<file path="src/rtl/fifo_rd_ctrl_if.sv">
// fifo_rd_ctrl_if: read-domain bundle linking the read controller, fifo_mem read port and the consumer.
// master is the controller side, slave is the memory/consumer side.
interface fifo_rd_ctrl_if #(
    parameter int DSIZE = 8,
    parameter int ASIZE = 4
);
    logic [ASIZE:0]   rq2_wptr;
    logic [DSIZE-1:0] rdata_mem;
    logic             rready;
    logic [ASIZE:0]   rptr;
    logic [ASIZE-1:0] raddr;
    logic             rclken;
    logic             rempty;
    logic [DSIZE-1:0] rdata;
    logic             rvalid;
    logic             ralmost_empty;
    modport master (
        input  rq2_wptr, rdata_mem, rready,
        output rptr, raddr, rclken, rempty, rdata, rvalid, ralmost_empty
    );
    modport slave (
        output rq2_wptr, rdata_mem, rready,
        input  rptr, raddr, rclken, rempty, rdata, rvalid, ralmost_empty
    );
endinterface

</file>
<file path="src/rtl/fifo_rd_ctrl.sv">
// fifo_rd_ctrl: read-side dual-clock FIFO controller with Gray pointer, registered empty and FWFT valid/ready output.
// Optional registered almost-empty flag is built when FIFO_RALMOST_EMPTY_EN is defined.
module fifo_rd_ctrl #(
    parameter int DSIZE    = 8,
    parameter int ASIZE    = 4,
    parameter int AE_LEVEL = 2
) (
    input logic            rclk,
    input logic            rrst,
    fifo_rd_ctrl_if.master rd
);
    logic [ASIZE:0] rbin_q, rbin_d, rptr_q, rptr_d;
    logic           rempty_q, rempty_d, rvalid_q, rvalid_d, rclken;
    // A read is issued whenever a word is available and the output slot is free or being drained.
    always_comb begin
        rclken   = ~rempty_q & (~rvalid_q | rd.rready) & ~rrst;
        rbin_d   = rbin_q + (ASIZE+1)'(rclken);
        rptr_d   = (rbin_d >> 1) ^ rbin_d;
        rempty_d = rptr_d == rd.rq2_wptr;
        rvalid_d = rclken ? 1'b1 : rd.rready ? 1'b0 : rvalid_q;
    end
    always_ff @(posedge rclk) begin
        if (rrst) begin
            rbin_q   <= '0;
            rptr_q   <= '0;
            rempty_q <= 1'b1;
            rvalid_q <= 1'b0;
        end else begin
            rbin_q   <= rbin_d;
            rptr_q   <= rptr_d;
            rempty_q <= rempty_d;
            rvalid_q <= rvalid_d;
        end
    end
    assign rd.rptr   = rptr_q;
    assign rd.raddr  = rbin_q[ASIZE-1:0];
    assign rd.rclken = rclken;
    assign rd.rempty = rempty_q;
    assign rd.rvalid = rvalid_q;
    assign rd.rdata  = DSIZE'(rd.rdata_mem);
`ifdef FIFO_RALMOST_EMPTY_EN
    function automatic logic [ASIZE:0] gray2bin(input logic [ASIZE:0] g);
        logic [ASIZE:0] b;
        b[ASIZE] = g[ASIZE];
        for (int i = ASIZE - 1; i >= 0; i--) b[i] = b[i+1] ^ g[i];
        return b;
    endfunction
    logic ralmost_empty_q, ralmost_empty_d;
    // Counts words still in memory; the word held on rdata is excluded.
    assign ralmost_empty_d = (gray2bin(rd.rq2_wptr) - rbin_d) <= (ASIZE+1)'(AE_LEVEL);
    always_ff @(posedge rclk) ralmost_empty_q <= rrst | ralmost_empty_d;
    assign rd.ralmost_empty = ralmost_empty_q;
`else
    assign rd.ralmost_empty = 1'b0;
`endif
endmodule
</file>
<file path="src/flat_wrapper.sv">
// flat-port wrapper written by rule: the top's interface ports become plain ports
module fifo_rd_ctrl_flat 
#(
    parameter int DSIZE    = 8,
    parameter int ASIZE    = 4,
    parameter int AE_LEVEL = 2
)
  (rclk, rrst, rd_rq2_wptr, rd_rdata_mem, rd_rready, rd_rptr, rd_raddr, rd_rclken, rd_rempty, rd_rdata, rd_rvalid, rd_ralmost_empty);
  fifo_rd_ctrl_if #(.DSIZE(DSIZE), .ASIZE(ASIZE)) rd_i ();
  input logic rclk;
  input logic rrst;
  input wire logic [$bits(rd_i.rq2_wptr)-1:0] rd_rq2_wptr;
  input wire logic [$bits(rd_i.rdata_mem)-1:0] rd_rdata_mem;
  input wire logic [$bits(rd_i.rready)-1:0] rd_rready;
  output wire logic [$bits(rd_i.rptr)-1:0] rd_rptr;
  output wire logic [$bits(rd_i.raddr)-1:0] rd_raddr;
  output wire logic [$bits(rd_i.rclken)-1:0] rd_rclken;
  output wire logic [$bits(rd_i.rempty)-1:0] rd_rempty;
  output wire logic [$bits(rd_i.rdata)-1:0] rd_rdata;
  output wire logic [$bits(rd_i.rvalid)-1:0] rd_rvalid;
  output wire logic [$bits(rd_i.ralmost_empty)-1:0] rd_ralmost_empty;
  assign rd_i.rq2_wptr = rd_rq2_wptr;
  assign rd_i.rdata_mem = rd_rdata_mem;
  assign rd_i.rready = rd_rready;
  assign rd_rptr = rd_i.rptr;
  assign rd_raddr = rd_i.raddr;
  assign rd_rclken = rd_i.rclken;
  assign rd_rempty = rd_i.rempty;
  assign rd_rdata = rd_i.rdata;
  assign rd_rvalid = rd_i.rvalid;
  assign rd_ralmost_empty = rd_i.ralmost_empty;
  fifo_rd_ctrl #(.DSIZE(DSIZE), .ASIZE(ASIZE), .AE_LEVEL(AE_LEVEL)) u_core (.rclk(rclk), .rrst(rrst), .rd(rd_i));
endmodule
</file>
<file path="config.mk">
export PLATFORM = sky130hd
export DESIGN_NAME = fifo_rd_ctrl_flat
export DESIGN_NICKNAME = d
export VERILOG_FILES = /design/src/rtl/fifo_rd_ctrl_if.sv /design/src/rtl/fifo_rd_ctrl.sv /design/src/flat_wrapper.sv
export SDC_FILE = /design/constraint.sdc
export NUM_CORES = 1
export LEC_CHECK = 0
export BUFFER_PORTS_ARGS = -buffer_cell sky130_fd_sc_hd__buf_2
export CAP_MARGIN = 25
export CORE_UTILIZATION = 43
export DETAILED_ROUTE_END_ITERATION = 8
export GPL_TIMING_DRIVEN = 0
export PLACE_DENSITY_LB_ADDON = 0.2
export SLEW_MARGIN = 20
export SYNTH_ARGS = -nofsm -noshare
export SYNTH_HDL_FRONTEND = slang
export SYNTH_SLANG_ARGS = --single-unit
</file>
<file path="constraint.sdc">
create_clock -name rclk -period 4 [get_ports rclk]
set_clock_uncertainty 0.05 [all_clocks]
set_input_delay 0.8 -clock rclk [delete_from_list [all_inputs] [get_ports rclk]]
set_output_delay 0.8 -clock rclk [all_outputs]
set_load 0.005 [all_outputs]
</file>
==> flow_summary.ini, run 1 <==
[run]
maxCapViolCount = 0

[yosys]
yosys_warnings = 0
synth_mux_area_share_pct = 0
syn_area_sq_um = 572
seq_area_frac_synth_pct = 38.5
synth_top_family_by_area = XOR/XNOR gates
synthXorXnorAreaFrac_pct = 21.2
netlist_instances = 62
syn_area_per_cell_sq_um = 9.22
ys_seq_elements = 11
yosys.area_share.simple_pct = 18.6
syn_nets = 80
synth-compound-area-share_pct = 3.50
synthDistinctLibCells = 18
synth-adder-area-share_pct = 4.38

[drt]
drc = 0
drt_pass1_iterations = 3
routed.top_layer = met4
wl_per_cell_um = 9.22
met3_length_um = 96
viasPerCell = 4.55
wl_um = 987
drt-initial-drc-count = 5
dr_total_vias = 487
antenna_left = 0
wl_met2_um = 458
wl_met1_um = 416

[layout]
area_delta_synth_final_pct = 31.3
drive_above_1_share_pct = 45.2
diodes = 0
nets = 112
regArea_sq_um = 220
multi_input_area_sq_um = 277
n_fill_cell = 111

[hold_path]
hold_class = flop to flop
min_to = u_core.rd.rvalid
hold_path_depth = 2
worstHoldStart = u_core.rd.rempty

[floorplanning]
ios = 37
core_area_sq_um = 1170
die_y_um = 38.5
start_util_pct = 48.8
die_w_um = 38.5
dieArea_sq_um = 1480
fp-row-count = 12

[global_route]
grt_pass1_wl_um = 1460
grt_max_degree = 11
grtUsageTotal_pct = 15.3
grt_overflow = 0
antenna_found_initial = 0
grt_pass1_vias = 360

[sta]
layout_min_cycle_time_ps = 2680
finalSetupViolations = 0
rsz0062_at_grt = false
final_max_slew_viol_count = 0
tns_ps = 0
hold_viol = 0
maxClockFrequency_ghz = 0.373
holdWs_ps = 517
timing.final.crit_share_pct = 67.0

[cts]
cts.sinks = 11
path_clk_slew_ps = 70
cts_tree = done
postCtsSetupBuffers = 0
post_cts_resize_count = 0
clkLatencyLatePin_ps = 270
cts_buffers = 3
htreeDepth = 1
clockBufferDepth = 2
cts_root_buffer = clkbuf_4
hold_buffers = 0

[setup_path]
crit_fanout = 10
path_common_cell = ha_1
r2r_start = u_core.rd.rvalid
slowest_delay_ps = 310
crit_slowest_cell = nor3_1
r2r_cells = 9
r2r_end = u_core.rd.rempty
worst_setup_path_start_kind = input pin
cp_cell_sequence = buf_2 > clkbuf_1 > nor3_1 > ha_1 > ha_1 > nand3_1 > xor2_1 > nor2b_1 > a22oi_1 > o31ai_2
required_ps = 4140
path_class = input pin to flop
ff2ff_setup_slack_ps = 1810
crit_path_end_kind = flop
arrival_ps = 2820

[run_status]
status = completed

[power_and_ir_drop]
power.leakage_uw = 0.000389
p_per_area_nw_per_um2 = 307
ir_drop_mv = 0.183

[placed_design]
io_buffers = 27
place_hpwl_um = 788
place.gp.congestion = 0.750
[critical path, delay by kind of cell]
family,cells,cell delay (ps)
AND/OR/NAND/NOR,3,600
XOR/XNOR,1,290
adder cells (fa/ha/maj),2,500
buffers and inverters,2,310
AO/OA/AOI/OAI,2,320
[metrics by stage]
stage               cell area (sq um)  util (%)  setup slack [ps]  instances  total power, uW
CTS                               751      64.1              1270        107              234
global placement                  724      61.9              1030        103              157
global route                      751      64.1              1100        107              245
finish                            751      64.1              1320        107              231
detailed placement                724      61.9              1010        103              158
floorplan                         572         -              1320         62              143
[where the power goes]
part,total (uW),switching [uW],internal (uW)
sequential,115,1.76,114
combinational,39.1,16.4,22.7
clock,76.0,37.4,38.6
[worst max path at each step]
| stage | start | end | slack [ps] | cells past startpoint |
|---|---|---|---|---|
| final | rrst | u_core.rd.rempty | 1320 | 10 |
| after global routing | rrst | u_core.rd.rempty | 1100 | 10 |
| after CTS | rrst | u_core.rd.rempty | 1270 | 10 |
| after detailed placement | rrst | u_core.rd.rempty | 1010 | 10 |
| after global placement | rrst | u_core.rd.rempty | 1030 | 10 |
| after floorplan | rrst | u_core.rd.rempty | 1320 | 9 |
[synth_stat cells, drive strengths merged]
cell type   n  area (sq um)
clkbuf      1          3.75
conb        1          3.75
xnor2       8          70.1
inv         1          3.75
a22oi       1          7.51
nor2b       5          31.3
nand2       2          7.51
ha          2          25.0
buf         9          67.6
and3        1          6.26
o31ai       1          12.5
nor2        9          33.8
dfxtp      11           220
and2        1          7.51
nand3       2          10.0
xor2        5          51.3
nor3        2          10.0
[routing by layer]
metal	up-vias	global-route usage, %
li1	248	-
met1	207	17.4
met2	30	23.7
met3	2	3.49
met4	0	12.9
met5	-	0
[sequential cells by signal, summed over array words and instances (netlist names)]
| name | flops |
|---|---|
| u_core.rd.rptr | 5 |
| u_core.rbin_q | 4 |
| u_core.rd.rempty | 1 |
| u_core.rd.rvalid | 1 |
[cells by family (layout without fill, tap and decap cells)]
kind of cell             after synthesis  count (layout)
adder cells (fa/ha/maj)                2               2
flip-flops                            11              11
AO/OA/AOI/OAI                          2               2
buffers and inverters                 11              42
XOR/XNOR                              13              13
AND/OR/NAND/NOR                       22              22
other                                  1               1
[final cells by class]
type,count,area share [%]
Inverter,1,0.500
Multi-Input combinational cell,40,36.8
Tap cell,14,2.33
Clock buffer,4,3.50
Buffer,10,9.50
Timing Repair Buffer,27,18.0
Sequential cell,11,29.3
[cell usage in the layout (no fill, tap or decap)]
cell	count
o31ai_2	1
nor2b_1	5
nor2_1	9
a22oi_1	1
nand2_1	2
buf_2	27
and3_1	1
inv_1	1
buf_4	9
xor2_1	4
clkbuf_1	2
xor2_2	1
nor3_1	2
nand3_1	2
xnor2_1	8
dfxtp_1	11
clkbuf_4	3
ha_1	2
and2_2	1
conb_1	1
No activity file was read; power rests on OpenSTA's default activity.
==> run 2, diff against run 1 <==
--- a/config.mk
+++ b/config.mk
@@ -7,7 +7,7 @@
 export LEC_CHECK = 0
 export BUFFER_PORTS_ARGS = -buffer_cell sky130_fd_sc_hd__buf_2
 export CAP_MARGIN = 25
-export CORE_UTILIZATION = 43
+export CORE_UTILIZATION = 40
 export DETAILED_ROUTE_END_ITERATION = 8
 export GPL_TIMING_DRIVEN = 0
 export PLACE_DENSITY_LB_ADDON = 0.2
==> constraint.sdc (replaced) <==
create_clock -name rclk -period 2.6 [get_ports rclk]
set_clock_uncertainty 0.05 [all_clocks]
set_input_delay 0.52 -clock rclk [delete_from_list [all_inputs] [get_ports rclk]]
set_output_delay 0.52 -clock rclk [all_outputs]
set_load 0.005 [all_outputs]
==> flow_summary.ini, run 2 (synthesized netlist as in run 1, its figures left out) <==
[run_status]
status = completed

[setup_path]
required_ps = 2730
crit_path_end_kind = flop
path_class = input pin to flop
crit_fanout = 10
arrival_ps = 2590
worst_setup_path_start_kind = input pin

[power_and_ir_drop]
ir_drop_mv = 0.219
power.leakage_uw = 0.000389
report.power.total_uw = 352
p_per_area_nw_per_um2 = 468

[global_route]
antenna_found_initial = 0
gr-max-usage-layer = met2
use_met1_pct = 14.2
grt_use_met2_pct = 25.4
grt.met3_usage_pct = 3.41
grt_pass1_vias = 375
grt_pass1_wl_um = 1460
grt_overflow = 0
grtUsageTotal_pct = 14.7
grt_max_degree = 11

[floorplanning]
die_y_um = 39.8
die_w_um = 39.8
fp-row-count = 13
ios = 37
start_util_pct = 43.4
core_area_sq_um = 1320
dieArea_sq_um = 1580

[sta]
hold_viol = 0
final_max_slew_viol_count = 0
layout_min_cycle_time_ps = 2450
finalSetupViolations = 0
maxClockFrequency_ghz = 0.408
holdWs_ps = 368
timing.final.crit_share_pct = 94.3
rsz0062_at_grt = false

[cts]
hold_buffers = 0
cts_buffers = 3
cts_tree = done
clockBufferDepth = 2
htreeDepth = 1
post_cts_resize_count = 0
path_clk_slew_ps = 70
postCtsSetupBuffers = 0
cts_root_buffer = clkbuf_4
clkLatencyLatePin_ps = 260
cts.sinks = 11

[layout]
design_area_sq_um = 752
largest_reg_flops = 5
fin_util_pct = 57.1
final_common_cell = buf_2
area_delta_synth_final_pct = 31.5
mostFrequentLayoutCells = 27 x buf_2, 11 x dfxtp_1, 9 x nor2_1, 9 x buf_4, 8 x xnor2_1
diodes = 0
nets = 112
drive_above_1_share_pct = 45.2

[placed_design]
place_hpwl_um = 761
io_buffers = 27
place.gp.congestion = 0.688
placed_area_sq_um = 726

[drt]
drt_pass1_iterations = 3
drc = 0
wl_um = 935
antenna_left = 0
dr_total_vias = 476
drt-initial-drc-count = 2
wl_per_cell_um = 8.66
viasPerCell = 4.41

[hold_path]
hold_class = input pin to flop

[run]
maxCapViolCount = 0
## run 2: metrics by stage
stage / TNS (ps) / setup slack (ps) / cells
after global routing: 0 / 2.26 / 108
after global placement: -115 / -115 / 104
after detailed placement: -154 / -154 / 104
after CTS: 0 / 125 / 108
final: 0 / 147 / 108
after floorplan: 0 / 203 / 62
## run 2: critical path, cell delays in order
cell      delay [ps]
buf_2            100
clkbuf_1         210
nor3_1           350
ha_1             250
ha_1             260
nand3_1          110
xor2_1           290
nor2b_1          180
a22oi_1           80
o31ai_2          230
## run 2: report_power, final
part           total (uW)  switching, uW  leakage, uW  internal (uW)
Sequential            177           2.47    0.0000897            175
Clock                 114           54.5    0.0000150           59.3
Combinational        60.5           25.6     0.000285           34.9
Total                 352           82.6     0.000389            269
## run 2: layer usage
layer  share of wire, %  vias to the layer above
met3                7.1                        2
met1                 39                      200
met4                2.2                        0
li1                   -                      249
met5                  0                        -
met2                 51                       25
## run 2: final cells by class
cell class / instances / area [sq um]
fill: 121 / 566
multi-input combinational: 40 / 277
sequential: 11 / 220
timing repair buffer: 27 / 135
buffer: 10 / 71.3
clock buffer: 4 / 26.3
tap: 15 / 18.8
inverter: 1 / 3.75
## run 2: final timing paths
| kind | slack (ps) | endpoint | startpoint | cells past startpoint |
|---|---|---|---|---|
| max | 150 | u_core.rd.rempty | rrst | 10 |
| min | 370 | u_core.rbin_q[0] | rrst | 2 |
| max reg2reg | 370 | u_core.rd.rempty | u_core.rd.rvalid | 9 |
| min reg2reg | 490 | u_core.rd.rvalid | u_core.rd.rempty | 2 |
==> run 3, diff against run 2 <==
==> constraint.sdc (replaced) <==
create_clock -name rclk -period 2.6 [get_ports rclk]
set_clock_uncertainty 0.05 [all_clocks]
set_input_delay 0.13 -clock rclk [delete_from_list [all_inputs] [get_ports rclk]]
set_output_delay 0.13 -clock rclk [all_outputs]
set_load 0.005 [all_outputs]
==> flow_summary.ini, run 3 (synthesized netlist as in run 1, its figures left out) <==
[cts]
cts_root_buffer = clkbuf_4
cts.sinks = 11
cts_tree = done
htreeDepth = 1
cts_buffers = 3
post_cts_resize_count = 0
clockBufferDepth = 2
clkLatencyLatePin_ps = 260
path_clk_slew_ps = 70

[drt]
dr_total_vias = 475
drt-initial-drc-count = 0
viasPerCell = 4.36
antenna_left = 0
wl_um = 958
drc = 0
wl_per_cell_um = 8.79
drt_pass1_iterations = 1

[setup_path]
worst_setup_path_start_kind = flop
r2r_end = u_core.rd.rempty
crit_path_end_kind = flop
ff2ff_setup_slack_ps = 370
cp_cell_sequence = nor2b_1 > nor3_1 > ha_1 > ha_1 > nand3_1 > xor2_1 > nor2b_1 > a22oi_1 > o31ai_2
required_ps = 2740
path_class = flop to flop
crit_slowest_cell = dfxtp_1
slowest_delay_ps = 300
endpoint = u_core.rd.rempty
r2r_start = u_core.rd.rvalid
critPathBufInv = 0
crit_fanout = 4
r2r_cells = 9
startpoint = u_core.rd.rvalid
cp_num_cells = 9
arrival_ps = 2370
critPathTopFamily = simple AND/OR/NAND/NOR gates

[hold_path]
hold_path_depth = 4
hold_class = input pin to flop

[sta]
final_max_slew_viol_count = 0
hold_viol = 0
layout_min_cycle_time_ps = 2230
tns_ps = 0
finalSetupViolations = 0
maxClockFrequency_ghz = 0.448
holdWs_ps = 130
rsz0062_at_grt = false
timing.final.crit_share_pct = 85.8

[global_route]
grt_pass1_wl_um = 1470
grt_max_degree = 11
grt_overflow = 0
antenna_found_initial = 0
grt_pass1_vias = 384
grtUsageTotal_pct = 14.8

[layout]
nets = 113
n_fill_cell = 121
diodes = 0
fin_util_pct = 57.8
area_delta_synth_final_pct = 33.3
largest_reg_flops = 5
final_common_cell = buf_2
mostFrequentLayoutCells = 27 x buf_2, 11 x dfxtp_1, 9 x nor2_1, 9 x buf_4, 8 x xnor2_1
design_area_sq_um = 762
drive_above_1_share_pct = 44.7

[floorplanning]
core_area_sq_um = 1320
die_w_um = 39.8
start_util_pct = 43.4
die_y_um = 39.8
fp-row-count = 13
ios = 37
dieArea_sq_um = 1580

[placed_design]
place.gp.congestion = 0.688
io_buffers = 27
placed_area_sq_um = 726
place_hpwl_um = 761

[power_and_ir_drop]
clkPwrFrac_pct = 32.4
p_per_area_nw_per_um2 = 465
power.leakage_uw = 0.000393
p_int_uw = 270
report.power.total_uw = 354
ir_drop_mv = 0.230
p_switching_uw = 84.1
combinationalPowerShare_pct = 17.5
swShare_pct = 23.7
p_seq_share_pct = 50.1

[run_status]
status = completed

[run]
maxCapViolCount = 0
-- run 3: cell count changes in the layout (fill, tap and decap cells not counted), sizes merged --
cell	change
dlygate4sd3	+1
-- run 3: worst min-delay path by stage --
stage,start,end,slack [ps]
finish,rd_rready,u_core.rd.rvalid,130
global route,rd_rq2_wptr[2],u_core.rd.rempty,140
CTS,rd_rready,u_core.rd.rvalid,130
detailed placement,rrst,u_core.rbin_q[0],260
global placement,rrst,u_core.rbin_q[0],250
floorplan,rrst,u_core.rbin_q[0],150
-- run 3: power by group through the flow --
| stage | clock [uW] | combinational, uW | sequential, uW |
|---|---|---|---|
| after detailed placement | 0 | 61.0 | 181 |
| final | 115 | 62.1 | 177 |
| after global placement | 0 | 60.0 | 181 |
| after global routing | 130 | 69.3 | 178 |
| after CTS | 121 | 62.5 | 178 |
| after floorplan | 0 | 37.4 | 183 |
-- run 3: layer usage --
metal	GRT usage, %	part of all wire (%)	up-vias
met5	0	0	-
li1	-	-	248
met4	12.9	2.2	0
met2	25.8	50	25
met3	3.41	7.3	2
met1	14.2	40	200
-- run 3: layout make-up --
| cell class | instances | area (sq um) | share of cell area (%) |
|---|---|---|---|
| multi-input combinational | 40 | 277 | 36.3 |
| sequential | 11 | 220 | 28.9 |
| timing repair buffer | 28 | 145 | 19.0 |
| buffer | 10 | 71.3 | 9.36 |
| clock buffer | 4 | 26.3 | 3.45 |
| tap | 15 | 18.8 | 2.46 |
| inverter | 1 | 3.75 | 0.493 |
-- run 3: worst min-delay path: stages --
cell and delay [ps]:
buf_2 70, nor2b_1 40, nor2b_1 110, nor2_1 40
-- run 3: per-stage QoR --
stage | std cells | worst slack (ps)
2_1_floorplan | 62 | 525
3_3_place_gp | 104 | 275
3_5_place_dp | 104 | 236
4_1_cts | 109 | 348
5_1_grt | 109 | 232
6_report | 109 | 370
-- run 3: repair_timing --
item	in CTS	in global routing
setup buffers	0	0
endpoints found under the hold margin	1	0
setup endpoints to repair	0	0
hold buffers	1	0
